## config.mk

```make
export PLATFORM = sky130hd
export DESIGN_NAME = stopwatch_lap_cu
export DESIGN_NICKNAME = d
export VERILOG_FILES = /design/src/rtl/stopwatch_lap_cu.sv
export SDC_FILE = /design/constraint.sdc
export NUM_CORES = 1
export LEC_CHECK = 0
export CAP_MARGIN = 10
export CORE_UTILIZATION = 51
export DETAILED_ROUTE_END_ITERATION = 12
export HOLD_SLACK_MARGIN = 0.02
export PLACE_DENSITY = 0.79
export SYNTH_ARGS = -nofsm -noshare
export SYNTH_HDL_FRONTEND = slang
export SYNTH_SLANG_ARGS = --single-unit
```

## constraint.sdc

```tcl
create_clock -name clk -period 2.8 [get_ports clk]
set_clock_uncertainty 0.15 [all_clocks]
set_input_delay 0.28 -clock clk [delete_from_list [all_inputs] [get_ports clk]]
set_output_delay 0.28 -clock clk [all_outputs]
set_load 0.02 [all_outputs]
```

## src/rtl/stopwatch_lap_cu.sv

```systemverilog
// Stopwatch control unit: run/stop/clear sequencing plus lap snapshot capture,
// lap counting, timed auto-return from lap view, and the live/lap display mux.
module stopwatch_lap_cu #(
  parameter int LAP_HOLD_CYCLES = 300_000_000,
  parameter int HOLD_W          = 29,
  parameter int LAP_MAX         = 15
) (
  input  logic       clk,
  input  logic       reset,
  input  logic       i_btn_run,
  input  logic       i_btn_clear,
  input  logic       i_btn_lap,
  input  logic [6:0] i_msec,
  input  logic [5:0] i_sec,
  input  logic [5:0] i_min,
  input  logic [4:0] i_hour,
  output logic       o_run,
  output logic       o_clear,
  output logic [6:0] o_msec,
  output logic [5:0] o_sec,
  output logic [5:0] o_min,
  output logic [4:0] o_hour,
  output logic       o_lap_view,
  output logic [3:0] o_lap_cnt
);

  localparam int TIME_W = 24;

  typedef enum logic [1:0] {
    ST_STOP  = 2'd0,
    ST_RUN   = 2'd1,
    ST_LAP   = 2'd2,
    ST_CLEAR = 2'd3
  } state_t;

  state_t              r_state;
  state_t              w_state_next;
  logic                w_capture;
  logic                w_hold_done;
  logic [HOLD_W-1:0]   r_hold_cnt;
  logic [TIME_W-1:0]   r_snapshot;
  logic [3:0]          r_lap_cnt;
  logic [TIME_W-1:0]   w_live;
  logic [TIME_W-1:0]   w_disp;

  assign w_live      = {i_hour, i_min, i_sec, i_msec};
  assign w_hold_done = (r_hold_cnt == HOLD_W'(LAP_HOLD_CYCLES - 1));

  always_ff @(posedge clk) begin
    if (reset) begin
      r_state <= ST_STOP;
    end else begin
      r_state <= w_state_next;
    end
  end

  // Clear only acts from STOP; in RUN/LAP it is ignored, so run then lap decide.
  always_comb begin
    w_state_next = r_state;
    w_capture    = 1'b0;
    o_run        = 1'b0;
    o_clear      = 1'b0;
    o_lap_view   = 1'b0;
    case (r_state)
      ST_STOP: begin
        if (i_btn_clear) begin
          w_state_next = ST_CLEAR;
        end else if (i_btn_run) begin
          w_state_next = ST_RUN;
        end
      end
      ST_RUN: begin
        o_run = 1'b1;
        if (i_btn_run) begin
          w_state_next = ST_STOP;
        end else if (i_btn_lap) begin
          w_state_next = ST_LAP;
          w_capture    = 1'b1;
        end
      end
      ST_LAP: begin
        o_run      = 1'b1;
        o_lap_view = 1'b1;
        if (i_btn_run) begin
          w_state_next = ST_STOP;
        end else if (i_btn_lap) begin
          w_capture = 1'b1;
        end else if (w_hold_done) begin
          w_state_next = ST_RUN;
        end
      end
      ST_CLEAR: begin
        o_clear      = 1'b1;
        w_state_next = ST_STOP;
      end
      default: begin
        w_state_next = ST_STOP;
      end
    endcase
  end

  // Snapshot and lap count are zeroed on the edge that enters CLEAR.
  always_ff @(posedge clk) begin
    if (reset) begin
      r_snapshot <= '0;
      r_lap_cnt  <= '0;
    end else if (w_state_next == ST_CLEAR) begin
      r_snapshot <= '0;
      r_lap_cnt  <= '0;
    end else if (w_capture) begin
      r_snapshot <= w_live;
      if (r_lap_cnt < 4'(LAP_MAX)) begin
        r_lap_cnt <= r_lap_cnt + 4'd1;
      end
    end
  end

  always_ff @(posedge clk) begin
    if (reset) begin
      r_hold_cnt <= '0;
    end else if (w_capture) begin
      r_hold_cnt <= '0;
    end else if (r_state == ST_LAP && w_state_next == ST_LAP) begin
      r_hold_cnt <= r_hold_cnt + 1'b1;
    end else begin
      r_hold_cnt <= '0;
    end
  end

  genvar gi;
  generate
    for (gi = 0; gi < TIME_W; gi = gi + 1) begin : g_disp_mux
      assign w_disp[gi] = (r_state == ST_LAP) ? r_snapshot[gi] : w_live[gi];
    end
  endgenerate

  assign {o_hour, o_min, o_sec, o_msec} = w_disp;
  assign o_lap_cnt = r_lap_cnt;

endmodule

```

==> out/metrics.csv <==
stage,metric,value,unit
global_routing,antenna violations before repair,0,
drt,via count,2606,
timing,Max Fclk,372,MHz
global_routing,gr usage total,0.232,
min_path,Hold Startpoint,r_hold_cnt[0],
die,chip width,78.6,um
clock_network,clock latency on the worst-skew pair,340,ps
timing,hold slack,378,ps
cells_and_area,Fill cells,452,
run,total of max-cap violations,0,
drt,final wirelength,7.01,mm
clock_network,H-tree Lvls,3,
cells_and_area,area of the multi-input gates,1710,um^2
power_and_ir_drop,Overall Power,2.11,mW
timing,Period minus WS final,2690,ps
setup_path,reg2reg start,r_state[0],
cells_and_area,Register Area,1180,um^2
drt,1st-iter DRT viols,116,
synth,Synth cell types,39,
setup_path,Worst Setup End Kind,primary output,
drt,Wirelength per Cell,15.4,um
power_and_ir_drop,PwrDens,541,nW/um^2
run_status,outcome,finished clean,
timing,RSZ-0062 raised after global routing,no,
clock_network,root buf cell,clkbuf_8,
clock_network,"Reg clk slew, reported paths",60,ps
global_routing,largest net degree at the start of global routing,33,
placement,I/O Buffers,59,
setup_path,crit start category,register,
setup_path,Reg2Reg Depth,7,
global_routing,vias in the first global route,2459,
die,# IOs,60,
timing,Worst-Margin Slew,654,ps
min_path,worst hold-check path type,reg -> reg,
drt,vias per inst,5.74,
power_and_ir_drop,peak supply drop,0.000356,V
min_path,hold depth,1,
synth,Mapped Cells,315,
cells_and_area,Antenna Cells,0,
power_and_ir_drop,Lkg Pwr,1.46,nW
cells_and_area,Area Growth Syn to Fin,30.4,%
cells_and_area,final core occ,0.700,
setup_path,worst endpoint data arrival time,2260,ps
global_routing,first-pass GRT wire length,11.2,mm
timing,period utilization,0.960,
global_routing,GR Overflow Total,0,
synth,yosys warns,0,
clock_network,Setup Buffers After CTS,0,
timing,endpoints failing hold,0,
setup_path,Crit path required time,2370,ps
synth,Post-Syn Area,2990,um^2
die,starting density of the core,0.537,
die,core box area,5570,um^2
min_path,Hold EP,r_hold_cnt[0],
drt,drt first pass iters,4,
timing,Rel. slew slack,0.559,
setup_path,"reg-to-reg slack, setup",200,ps
timing,Final setup viols,0,
synth,Seq cells post-synth,59,
setup_path,critical path class,reg -> out,
placement,pre-CTS WS,27.1,ps
setup_path,crit-path max FO,17,
clock_network,CTS tree,built,
die,die area,6180,um^2
clock_network,CTS sink cnt,59,
placement,RePlAce Congestion,0.812,
timing,worst setup margin,113,ps
die,row count,27,
clock_network,Bufs on Longest Clock Path,2,
drt,drt drc,0,
drt,Routed Antenna Nets,0,
synth,Mean Syn Cell Area,9.50,um^2
clock_network,CTS Buf Count,9,
placement,placed wire-length estimate,4.53,mm
cells_and_area,Final #Nets,413,
timing,Max Slew Vio Count,0,
timing,TNS Setup,0,ps
synth,post-synthesis sequential area ratio,0.395,
synth,syn nets,350,
die,Die H,78.6,um
setup_path,RR Endpoint,r_snapshot[11],
cells_and_area,layout cell share with drive strength beyond 1,0.152,
## power by group
group / internal (mW) / total (mW) / leakage [nW] / switching (mW)
combinational: 0.240 / 0.501 / 0.895 / 0.261
sequential: 0.862 / 0.876 / 0.476 / 0.0138
clock: 0.403 / 0.734 / 0.0881 / 0.331
total: 1.50 / 2.11 / 1.46 / 0.606
## logic make-up after synthesis
group	after synthesis	share of synthesized area
fa+ha+maj	6	0.0251
flops	59	0.395
buf+inv	28	0.0435
mux	50	0.182
compound gates	13	0.0289
xor+xnor	29	0.0849
simple gates	130	0.241
## final cells by class
cell class / count / area share
Tap cell: 72 / 0.0231
Clock buffer: 10 / 0.0327
Multi-Input combinational cell: 229 / 0.438
Clock inverter: 5 / 0.0141
Timing Repair Buffer: 72 / 0.183
Sequential cell: 59 / 0.303
Inverter: 7 / 0.00674
## per-layer routing
metal | vias up | wire [um] | global-route usage
li1 | 1295 | - | -
met1 | 1239 | 3130 | 0.277
met2 | 55 | 3500 | 0.391
met3 | 17 | 209 | 0.0523
met4 | 0 | 165 | 0.109
met5 | - | 0 | 0
## cells in the mapped netlist, drive strengths merged
cell type  number  area, um^2
nor3           31         155
nor2           10        37.5
o211ai          1        7.51
o21ai           2        10.0
nand2          13        48.8
a21oi           3        15.0
and4            1        8.76
nor4           33         213
and2            1        6.26
mux2i          26         273
xor2           20         175
o31ai           1        7.51
a221oi          1        8.76
nand3          18        90.1
dfxtp          59        1180
a31o            1        8.76
o22ai           1        6.26
a21o            2        15.0
clkbuf          9        33.8
inv             7        26.3
nor3b           1        7.51
buf            12        70.1
xnor2           9        78.8
ha              6        75.1
or2             1        8.76
nand3b          3        22.5
mux2           24         270
nand4           9        56.3
a211oi          1        7.51
nor4b           2        17.5
or4             2        18.8
nand2b          2        12.5
and3            3        18.8
## sequential cells by signal, indices dropped and copies added (netlist names)
name,cells
r_snapshot,24
o_lap_cnt,4
r_hold_cnt,29
r_state,2
## what timing repair did
| item | in CTS | in global routing |
|---|---|---|
| hold buffers | 0 | 0 |
| resized for setup | 0 | 1 |
| setup endpoints to repair | 0 | 28 |
| endpoints found under the hold margin | 0 | 0 |
## worst max path at each step
stage / from / slack (ps) / end
4_1_cts: r_hold_cnt[0] / 60 / r_snapshot[2]
6_report: r_state[0] / 110 / o_msec[2]
3_5_place_dp: i_btn_lap / 30 / r_snapshot[1]
2_1_floorplan: r_state[0] / 360 / r_hold_cnt[21]
3_3_place_gp: i_btn_lap / 60 / r_snapshot[6]
5_1_grt: r_state[0] / 20 / r_snapshot[12]
## worst max-delay path, cell delays in order (launching register included)
cell and delay, ps:
dfxtp_1 350, inv_1 120, ha_1 240, buf_4 280
mux2_2 370, clkdlybuf4s50_1 540
## per-stage QoR
step,area [um^2],std cells
5_1_grt,3900,454
2_1_floorplan,2990,315
3_5_place_dp,3690,438
3_3_place_gp,3690,438
4_1_cts,3880,453
6_report,3900,454
## placed cells by master (no fill, tap or decap), types with 7 or more instances in the layout
cell	count
clkdlybuf4s50_1	59
nand2_1	13
inv_1	7
mux2_2	24
xnor2_1	9
dfxtp_1	59
nand3_1	18
xor2_1	20
nor3_1	31
buf_4	11
clkbuf_8	9
nor4_1	32
mux2i_1	25
nor2_1	10
nand4_1	9
(Power assumes the default switching activity.)
